==> config.mk <==
export PLATFORM = sky130hd
export DESIGN_NAME = cpc_rom_loader
export DESIGN_NICKNAME = d
export VERILOG_FILES = /design/src/rtl/cpc_rom_pkg.sv /design/src/rtl/cpc_ext_decode.sv /design/src/rtl/cpc_rom_loader.sv
export SDC_FILE = /design/constraint.sdc
export NUM_CORES = 1
export LEC_CHECK = 0
export CORE_ASPECT_RATIO = 0.6
export CORE_MARGIN = 3
export CORE_UTILIZATION = 52
export CTS_BUF_LIST = sky130_fd_sc_hd__clkbuf_4 sky130_fd_sc_hd__clkbuf_8 sky130_fd_sc_hd__clkbuf_16
export DETAILED_ROUTE_END_ITERATION = 12
export PLACE_DENSITY_LB_ADDON = 0.2
export REMOVE_ABC_BUFFERS = 1
export SETUP_SLACK_MARGIN = 0.4
export SYNTH_ARGS = -nofsm -noshare
export SYNTH_HDL_FRONTEND = slang
export SYNTH_SLANG_ARGS = --single-unit
==> constraint.sdc <==
create_clock -name clk_sys -period 2.36 [get_ports clk_sys]
set_clock_uncertainty 0.05 [all_clocks]
set_input_delay 0.472 -clock clk_sys [delete_from_list [all_inputs] [get_ports clk_sys]]
set_output_delay 0.472 -clock clk_sys [all_outputs]
set_load 0.005 [all_outputs]
==> src/rtl/cpc_rom_pkg.sv <==
`default_nettype none
// ============================================================================
//  Module   : cpc_rom_pkg
//  Purpose  : Shared constants, FSM state type and ASCII hex helper for the
//             ROM download loader.
//  Revision : 1.0  initial release
// ============================================================================
package cpc_rom_pkg;

  // Fixed target pages ({expansion bit, 8-bit page})
  localparam logic [8:0] PAGE_BOOT0  = 9'h000;
  localparam logic [8:0] PAGE_BASIC  = 9'h100;
  localparam logic [8:0] PAGE_AMSDOS = 9'h107;
  localparam logic [8:0] PAGE_MF2    = 9'h1FF;
  localparam logic [8:0] PAGE_BADEXT = 9'h1EE;
  localparam int         PAGE_OFS_W  = 14;

  typedef enum logic [1:0] {
    ST_IDLE  = 2'd0,
    ST_ARM   = 2'd1,
    ST_WRITE = 2'd2,
    ST_DONE  = 2'd3
  } state_t;

  // Uppercase ASCII hex digit to {valid, value}; anything else is invalid.
  function automatic logic [4:0] hex_nibble(input logic [7:0] c);
    logic [4:0] r;
    r = 5'd0;
    if (c >= 8'h30 && c <= 8'h39)
      r = {1'b1, c[3:0]};
    else if (c >= 8'h41 && c <= 8'h46)
      r = {1'b1, c[3:0] + 4'd9};
    return r;
  endfunction

endpackage
`default_nettype wire

==> src/rtl/cpc_ext_decode.sv <==
`default_nettype none
// ============================================================================
//  Module   : cpc_ext_decode
//  Purpose  : Decodes the two-character file extension into a base page and
//             the combo flag, captured on download start.
//  Revision : 1.0  initial release
// ============================================================================
module cpc_ext_decode
  import cpc_rom_pkg::*;
(
  input  logic        clk_sys,
  input  logic        reset,
  input  logic        capture,
  input  logic [15:0] file_ext,
  input  logic        combo_done,
  output logic [8:0]  base_page,
  output logic        combo
);

  logic [4:0] w_hi_nib;
  logic [4:0] w_lo_nib;
  logic [8:0] w_dec_page;
  logic       w_dec_combo;

  // Extension to page: hex digits override the nibbles of the bad-ext page
  always_comb begin
    w_hi_nib    = hex_nibble(file_ext[15:8]);
    w_lo_nib    = hex_nibble(file_ext[7:0]);
    w_dec_page  = PAGE_BADEXT;
    w_dec_combo = 1'b0;
    if (w_hi_nib[4]) w_dec_page[7:4] = w_hi_nib[3:0];
    if (w_lo_nib[4]) w_dec_page[3:0] = w_lo_nib[3:0];
    if (file_ext == 16'h5A5A) begin
      w_dec_page = 9'h000;
    end else if (file_ext == 16'h5A30) begin
      w_dec_page  = 9'h000;
      w_dec_combo = 1'b1;
    end
  end

  // Hold decoded values; a combo image jumps to the MF2 page after its first 16 KiB
  always_ff @(posedge clk_sys) begin
    if (reset) begin
      base_page <= 9'h000;
      combo     <= 1'b0;
    end else if (capture) begin
      base_page <= w_dec_page;
      combo     <= w_dec_combo;
    end else if (combo_done) begin
      base_page <= PAGE_MF2;
      combo     <= 1'b0;
    end
  end

endmodule
`default_nettype wire

==> src/rtl/cpc_rom_loader.sv <==
`default_nettype none
// ============================================================================
//  Module   : cpc_rom_loader
//  Purpose  : Turns the host ioctl byte stream into ce_ref-paced SDRAM writes,
//             stalls the host while busy and tracks loaded expansion pages.
//  Revision : 1.0  initial release
// ============================================================================
module cpc_rom_loader
  import cpc_rom_pkg::*;
#(
  parameter int ADDR_W = 23,
  parameter int PAGE_W = 9,
  parameter int BANKS  = 2,
  parameter int BANK_W = 1
)(
  input  logic              clk_sys,
  input  logic              reset,
  input  logic              ce_ref,
  input  logic              ioctl_download,
  input  logic              ioctl_wr,
  input  logic [24:0]       ioctl_addr,
  input  logic [7:0]        ioctl_dout,
  input  logic [7:0]        ioctl_index,
  input  logic [15:0]       ioctl_file_ext,
  output logic              ioctl_wait,
  output logic              mem_wr,
  output logic [ADDR_W-1:0] mem_addr,
  output logic [BANK_W-1:0] mem_bank,
  output logic [7:0]        mem_din,
  input  logic [7:0]        map_addr,
  output logic              map_hit,
  output logic              busy
);

  state_t              r_state;
  logic                r_dl_prev;
  logic                r_rep;
  logic [255:0]        r_map;

  logic                w_start;
  logic                w_combo_done;
  logic [8:0]          w_base_page;
  logic                w_combo;
  logic [10:0]         w_block;
  logic [PAGE_W-1:0]   w_page;
  logic [BANK_W-1:0]   w_bank;
  logic                w_rep;
  logic                w_ok;
  logic [ADDR_W-1:0]   w_addr;

  assign w_start      = ioctl_download & ~r_dl_prev & (ioctl_index != 8'd0);
  assign w_block      = ioctl_addr[24:14];
  assign busy         = (r_state != ST_IDLE);
  assign w_combo_done = (r_state == ST_DONE) && w_combo &&
                        (mem_addr[PAGE_OFS_W-1:0] == {PAGE_OFS_W{1'b1}});

  cpc_ext_decode u_ext_decode (
    .clk_sys    (clk_sys),
    .reset      (reset),
    .capture    (w_start),
    .file_ext   (ioctl_file_ext),
    .combo_done (w_combo_done),
    .base_page  (w_base_page),
    .combo      (w_combo)
  );

  // Download-level history for start-edge detection
  always_ff @(posedge clk_sys) begin
    if (reset) r_dl_prev <= 1'b0;
    else       r_dl_prev <= ioctl_download;
  end

  // Map the incoming byte to page, bank and replication mode
  always_comb begin
    w_page = '0;
    w_bank = '0;
    w_rep  = 1'b0;
    w_ok   = 1'b1;
    if (ioctl_index == 8'd0) begin
      w_ok = (w_block[10:3] == 8'd0);
      case (w_block[1:0])
        2'd0:    w_page = PAGE_BOOT0;
        2'd1:    w_page = PAGE_BASIC;
        2'd2:    w_page = PAGE_AMSDOS;
        default: w_page = PAGE_MF2;
      endcase
      w_bank = BANK_W'(w_block[2]);
    end else begin
      w_page = {w_base_page[8], w_base_page[7:0] + ioctl_addr[21:14]};
      w_rep  = (ioctl_index[7:6] == 2'b01) || (ioctl_index[5:0] != 6'd0);
      w_bank = w_rep ? '0 : BANK_W'(&ioctl_index[7:6]);
    end
    w_addr = '0;
    w_addr[ADDR_W-1]                     = w_page[PAGE_W-1];
    w_addr[PAGE_OFS_W+7:PAGE_OFS_W]      = w_page[7:0];
    w_addr[PAGE_OFS_W-1:0]               = ioctl_addr[PAGE_OFS_W-1:0];
  end

  // Write sequencer: latch byte, pace writes on ce_ref, step banks when replicating
  always_ff @(posedge clk_sys) begin
    if (reset) begin
      r_state    <= ST_IDLE;
      ioctl_wait <= 1'b0;
      mem_wr     <= 1'b0;
      mem_addr   <= '0;
      mem_bank   <= '0;
      mem_din    <= '0;
      r_rep      <= 1'b0;
    end else begin
      case (r_state)
        ST_IDLE: begin
          if (ioctl_wr && w_ok) begin
            mem_addr   <= w_addr;
            mem_din    <= ioctl_dout;
            mem_bank   <= w_bank;
            r_rep      <= w_rep;
            ioctl_wait <= 1'b1;
            r_state    <= ST_ARM;
          end
        end
        ST_ARM: begin
          if (ce_ref) begin
            mem_wr  <= 1'b1;
            r_state <= ST_WRITE;
          end
        end
        ST_WRITE: begin
          if (ce_ref) begin
            mem_wr <= 1'b0;
            if (r_rep && (mem_bank < BANK_W'(BANKS-1))) begin
              mem_bank <= mem_bank + BANK_W'(1);
              r_state  <= ST_ARM;
            end else begin
              r_state <= ST_DONE;
            end
          end
        end
        ST_DONE: begin
          ioctl_wait <= 1'b0;
          r_state    <= ST_IDLE;
        end
        default: r_state <= ST_IDLE;
      endcase
    end
  end

  // Loaded-page bitmap and registered lookup for open-bus masking
  always_ff @(posedge clk_sys) begin
    if (reset) begin
      r_map   <= '0;
      map_hit <= 1'b0;
    end else begin
      if ((r_state == ST_DONE) && mem_addr[ADDR_W-1])
        r_map[mem_addr[PAGE_OFS_W+7:PAGE_OFS_W]] <= 1'b1;
      map_hit <= r_map[map_addr];
    end
  end

endmodule
`default_nettype wire

==> PnR_summary.wiki <==
{| class="wikitable"
! Metric !! Value
|-
| Setup repair after global routing missed its margin || yes
|-
| Final core occ || 69.9%
|-
| Placeable Area || 0.0234 mm^2
|-
| Start-to-end type of the worst setup path || reg -> reg
|-
| Share of the yosys chip area belonging to registers || 48.6%
|-
| Global-route wire length before repair || 57000 um
|-
| Critical path's top delay family || simple AND/OR/NAND/NOR gates
|-
| GR Util All Layers || 27.3%
|-
| Post-synthesis async set-or-reset flop share || 0%
|-
| Post-route fraction of the period consumed by the critical path || 89.4%
|-
| CTS tree || done
|-
| Count of different cell masters after synthesis || 54
|-
| Peak fanout along the critical path || 2
|-
| Most frequent cells in the layout || sky130_fd_sc_hd__nor2_1, sky130_fd_sc_hd__a21oi_1, sky130_fd_sc_hd__dfxtp_1
|-
| Largest family of logic cells by synthesized area || compound AO/OA/AOI/OAI gates
|-
| Slew headroom || 48.0%
|-
| Worst hold path type || in -> reg
|-
| Post-route cell area || 0.0164 mm^2
|-
| Transition time at the pin with the least slew margin || 779 ps
|-
| Maxcap violations || 0
|-
| Commonest non-fill, non-tap cell in the layout || sky130_fd_sc_hd__nor2_1
|-
| Number of setup violations in the final report || 0
|-
| Pin count of the biggest net entering global routing || 74
|-
| CP endpoint kind || flop
|-
| Die height || 126 um
|-
| Share of the synthesized area in compound gates (AO/OA/AOI/OAI) || 16.7%
|-
| Placement row count || 43
|-
| DP HPWL || 24100 um
|-
| Shortest clock period the worst path allows after layout || 2110 ps
|-
| Maximum buffer depth of the clock tree || 3
|-
| Outcome || finished, final reports clean
|-
| Library cell contributing the largest single delay on the critical path || sky130_fd_sc_hd__or3b_4
|-
| Die width || 207 um
|-
| Final Wtd Congestion || 0.834
|-
| Design Power || 11.3 mW
|-
| Endpoints failing hold || 0
|-
| Seq. cell area || 0.00615 mm^2
|-
| Deepest level of the CTS H-tree || 1
|-
| Number of fill cells in the layout || 1788
|-
| Crit path buf inv count || 1
|-
| Grt total ovfl || 0
|-
| Achievable Freq || 0.474 GHz
|-
| Number of iterations in the first detailed-routing pass || 5
|-
| Number of slew-limit violations in the final report || 0
|-
| Average via count per standard cell || 5.87
|-
| Critical Path AT || 2530 ps
|-
| Clock-pin slew on the worst setup and hold paths || 70 ps
|-
| Total cell area at the placement stage || 0.0147 mm^2
|-
| Crit start category || flop
|-
| Nets@finish || 1650
|-
| Vias after detailed routing || 11100
|-
| Antenna violations before repair || 0
|-
| Critical Path, Cell by Cell || ha_4 > inv_2 > fa_2 > nor2b_2 > o21ai_2 > a21boi_2 > o21a_1 > nor3_1 > or3b_4 > a21oi_2
|-
| Port Buffer Count || 105
|-
| Number of global-route vias before repair || 10200
|-
| Combined area of the multi-input logic cells || 0.00628 mm^2
|-
| Average detailed-routed wire length per instance || 19.8 um
|-
| Flops & latches, synth || 305
|-
| Number of DRC markers after the initial detailed-route iteration || 1103
|-
| Remaining antenna violation count after routing || 0
|-
| Post-CTS Hold Fix Bufs || 0
|-
| Signed area change from the synthesized netlist to the final layout || 30.3%
|-
| Number of enable flip-flop cells after synthesis || 0
|-
| Initial cell density of the core || 53.6%
|-
| Post-Syn Area per Cell || 9.16 um^2
|-
| Final WL || 37600 um
|-
| Largest stage delay, worst path || 370 ps
|-
| Largest vdd supply drop || 0.000572 V
|-
| Power density relative to cell area || 692 mW/mm^2
|-
| Number of sinks handled by clock tree synthesis || 305
|-
| Adder-cell area share of the yosys netlist || 1.75%
|-
| Xor/xnor cell area share of the yosys netlist || 0.349%
|-
| Antenna fix cells || 0
|-
| Number of remaining DRC errors || 0
|-
| Layout cells sized above 1 || 24.0%
|-
| Number of ports placed on the die boundary || 106
|-
| Clock root buffer master || sky130_fd_sc_hd__clkbuf_16
|-
| Die Footprint || 0.0261 mm^2
|-
| Synth Flop Type || sky130_fd_sc_hd__dfxtp_1
|-
| Synth warnings || 0
|-
| Worst path required time || 2780 ps
|-
| Clk_lat worst skew || 560 ps
|-
| Inserted Clock Buffers || 27
|-
| Simple-gate portion of the synthesized area || 15.8%
|-
| Cell count after synthesis || 1371
|-
| Leakage power || 6.42 nW
|-
| Synthesized area || 0.0126 mm^2
|-
| Multiplexer area fraction after synthesis || 12.4%
|}
==> area by class of cell <==
| cell class | count | area share, % |
|---|---|---|
| multi-input combinational | 940 | 38.4 |
| sequential | 305 | 37.6 |
| timing repair buffer | 266 | 15.1 |
| clock buffer | 36 | 4.74 |
| tap | 315 | 2.41 |
| clock inverter | 12 | 1.18 |
| inverter | 23 | 0.528 |
==> kinds of logic after synthesis <==
family / after synthesis
simple gates: 463
compound gates: 380
xor+xnor: 5
buf+inv: 126
mux: 75
flops: 305
fa+ha+maj: 17
==> where the power goes <==
group          internal, mW  total (mW)  switching (mW)  leakage [nW]
Clock                  2.85        4.83            1.98         0.486
Sequential             5.22        5.29          0.0680          2.47
Combinational         0.565        1.20           0.631          3.46
Total                  8.64        11.3            2.68          6.42
==> final timing paths <==
kind | start | endpoint | slack (ps) | cells past startpoint
setup reg to reg | u_ext_decode.base_page[0] | mem_addr[20] | 250 | 10
hold / removal | reset | u_ext_decode.combo | 300 | 2
setup / recovery | u_ext_decode.base_page[0] | mem_addr[20] | 250 | 10
hold reg to reg | mem_din[2] | mem_din[2] | 410 | 2
==> what timing repair did <==
action	CTS	global route
pin swaps	16	24
setup buffers	9	13
gates resized for setup	71	96
endpoints found under the setup margin	157	185
cloned	0	5
==> stage by stage <==
stage,instances,hold WS [ps],setup WS (ps),setup TNS (ps)
2_1_floorplan,1268,381,-90.8,-399
3_3_place_gp,1822,391,-555,-7420
3_5_place_dp,1822,397,-622,-8700
4_1_cts,1879,280,175,0
5_1_grt,1897,306,178,0
6_report,1897,302,251,0
==> registers in the layout, summed over array words and instances, names as in the netlist <==
signal                  count
ioctl_wait                  1
mem_din                     8
map_hit                     1
mem_bank                    1
r_dl_prev                   1
mem_addr                   23
u_ext_decode.combo          1
r_state                     2
r_map                     256
u_ext_decode.base_page      9
mem_wr                      1
r_rep                       1
==> cells in the mapped netlist (all sizes together), types with 6 or more instances <==
| cell type | instances | area share, % |
|---|---|---|
| mux4 | 64 | 11 |
| a221oi | 11 | 0.77 |
| nor3b | 6 | 0.40 |
| ha | 16 | 1.6 |
| mux2i | 11 | 0.88 |
| a21oi | 298 | 12 |
| nor4 | 9 | 0.45 |
| o311ai | 7 | 0.49 |
| nor3 | 31 | 1.3 |
| buf | 29 | 1.4 |
| inv | 23 | 0.69 |
| clkbuf | 74 | 2.2 |
| nand2b | 9 | 0.45 |
| nor2b | 8 | 0.40 |
| nand2 | 68 | 2.0 |
| a31oi | 8 | 0.40 |
| dfxtp | 305 | 49 |
| nor2 | 308 | 9.2 |
| a22oi | 12 | 0.72 |
| o21ai | 20 | 0.80 |
==> per-layer routing <==
layer | global-route usage (%) | wire length [um] | part of all wire (%)
met5 | 0 | 0 | 0
met4 | 3.87 | 509 | 1.4
met3 | 5.16 | 3470 | 9.2
met2 | 40.8 | 16500 | 44
met1 | 42.3 | 17100 | 46
No activity file was read; power rests on OpenSTA's default activity.
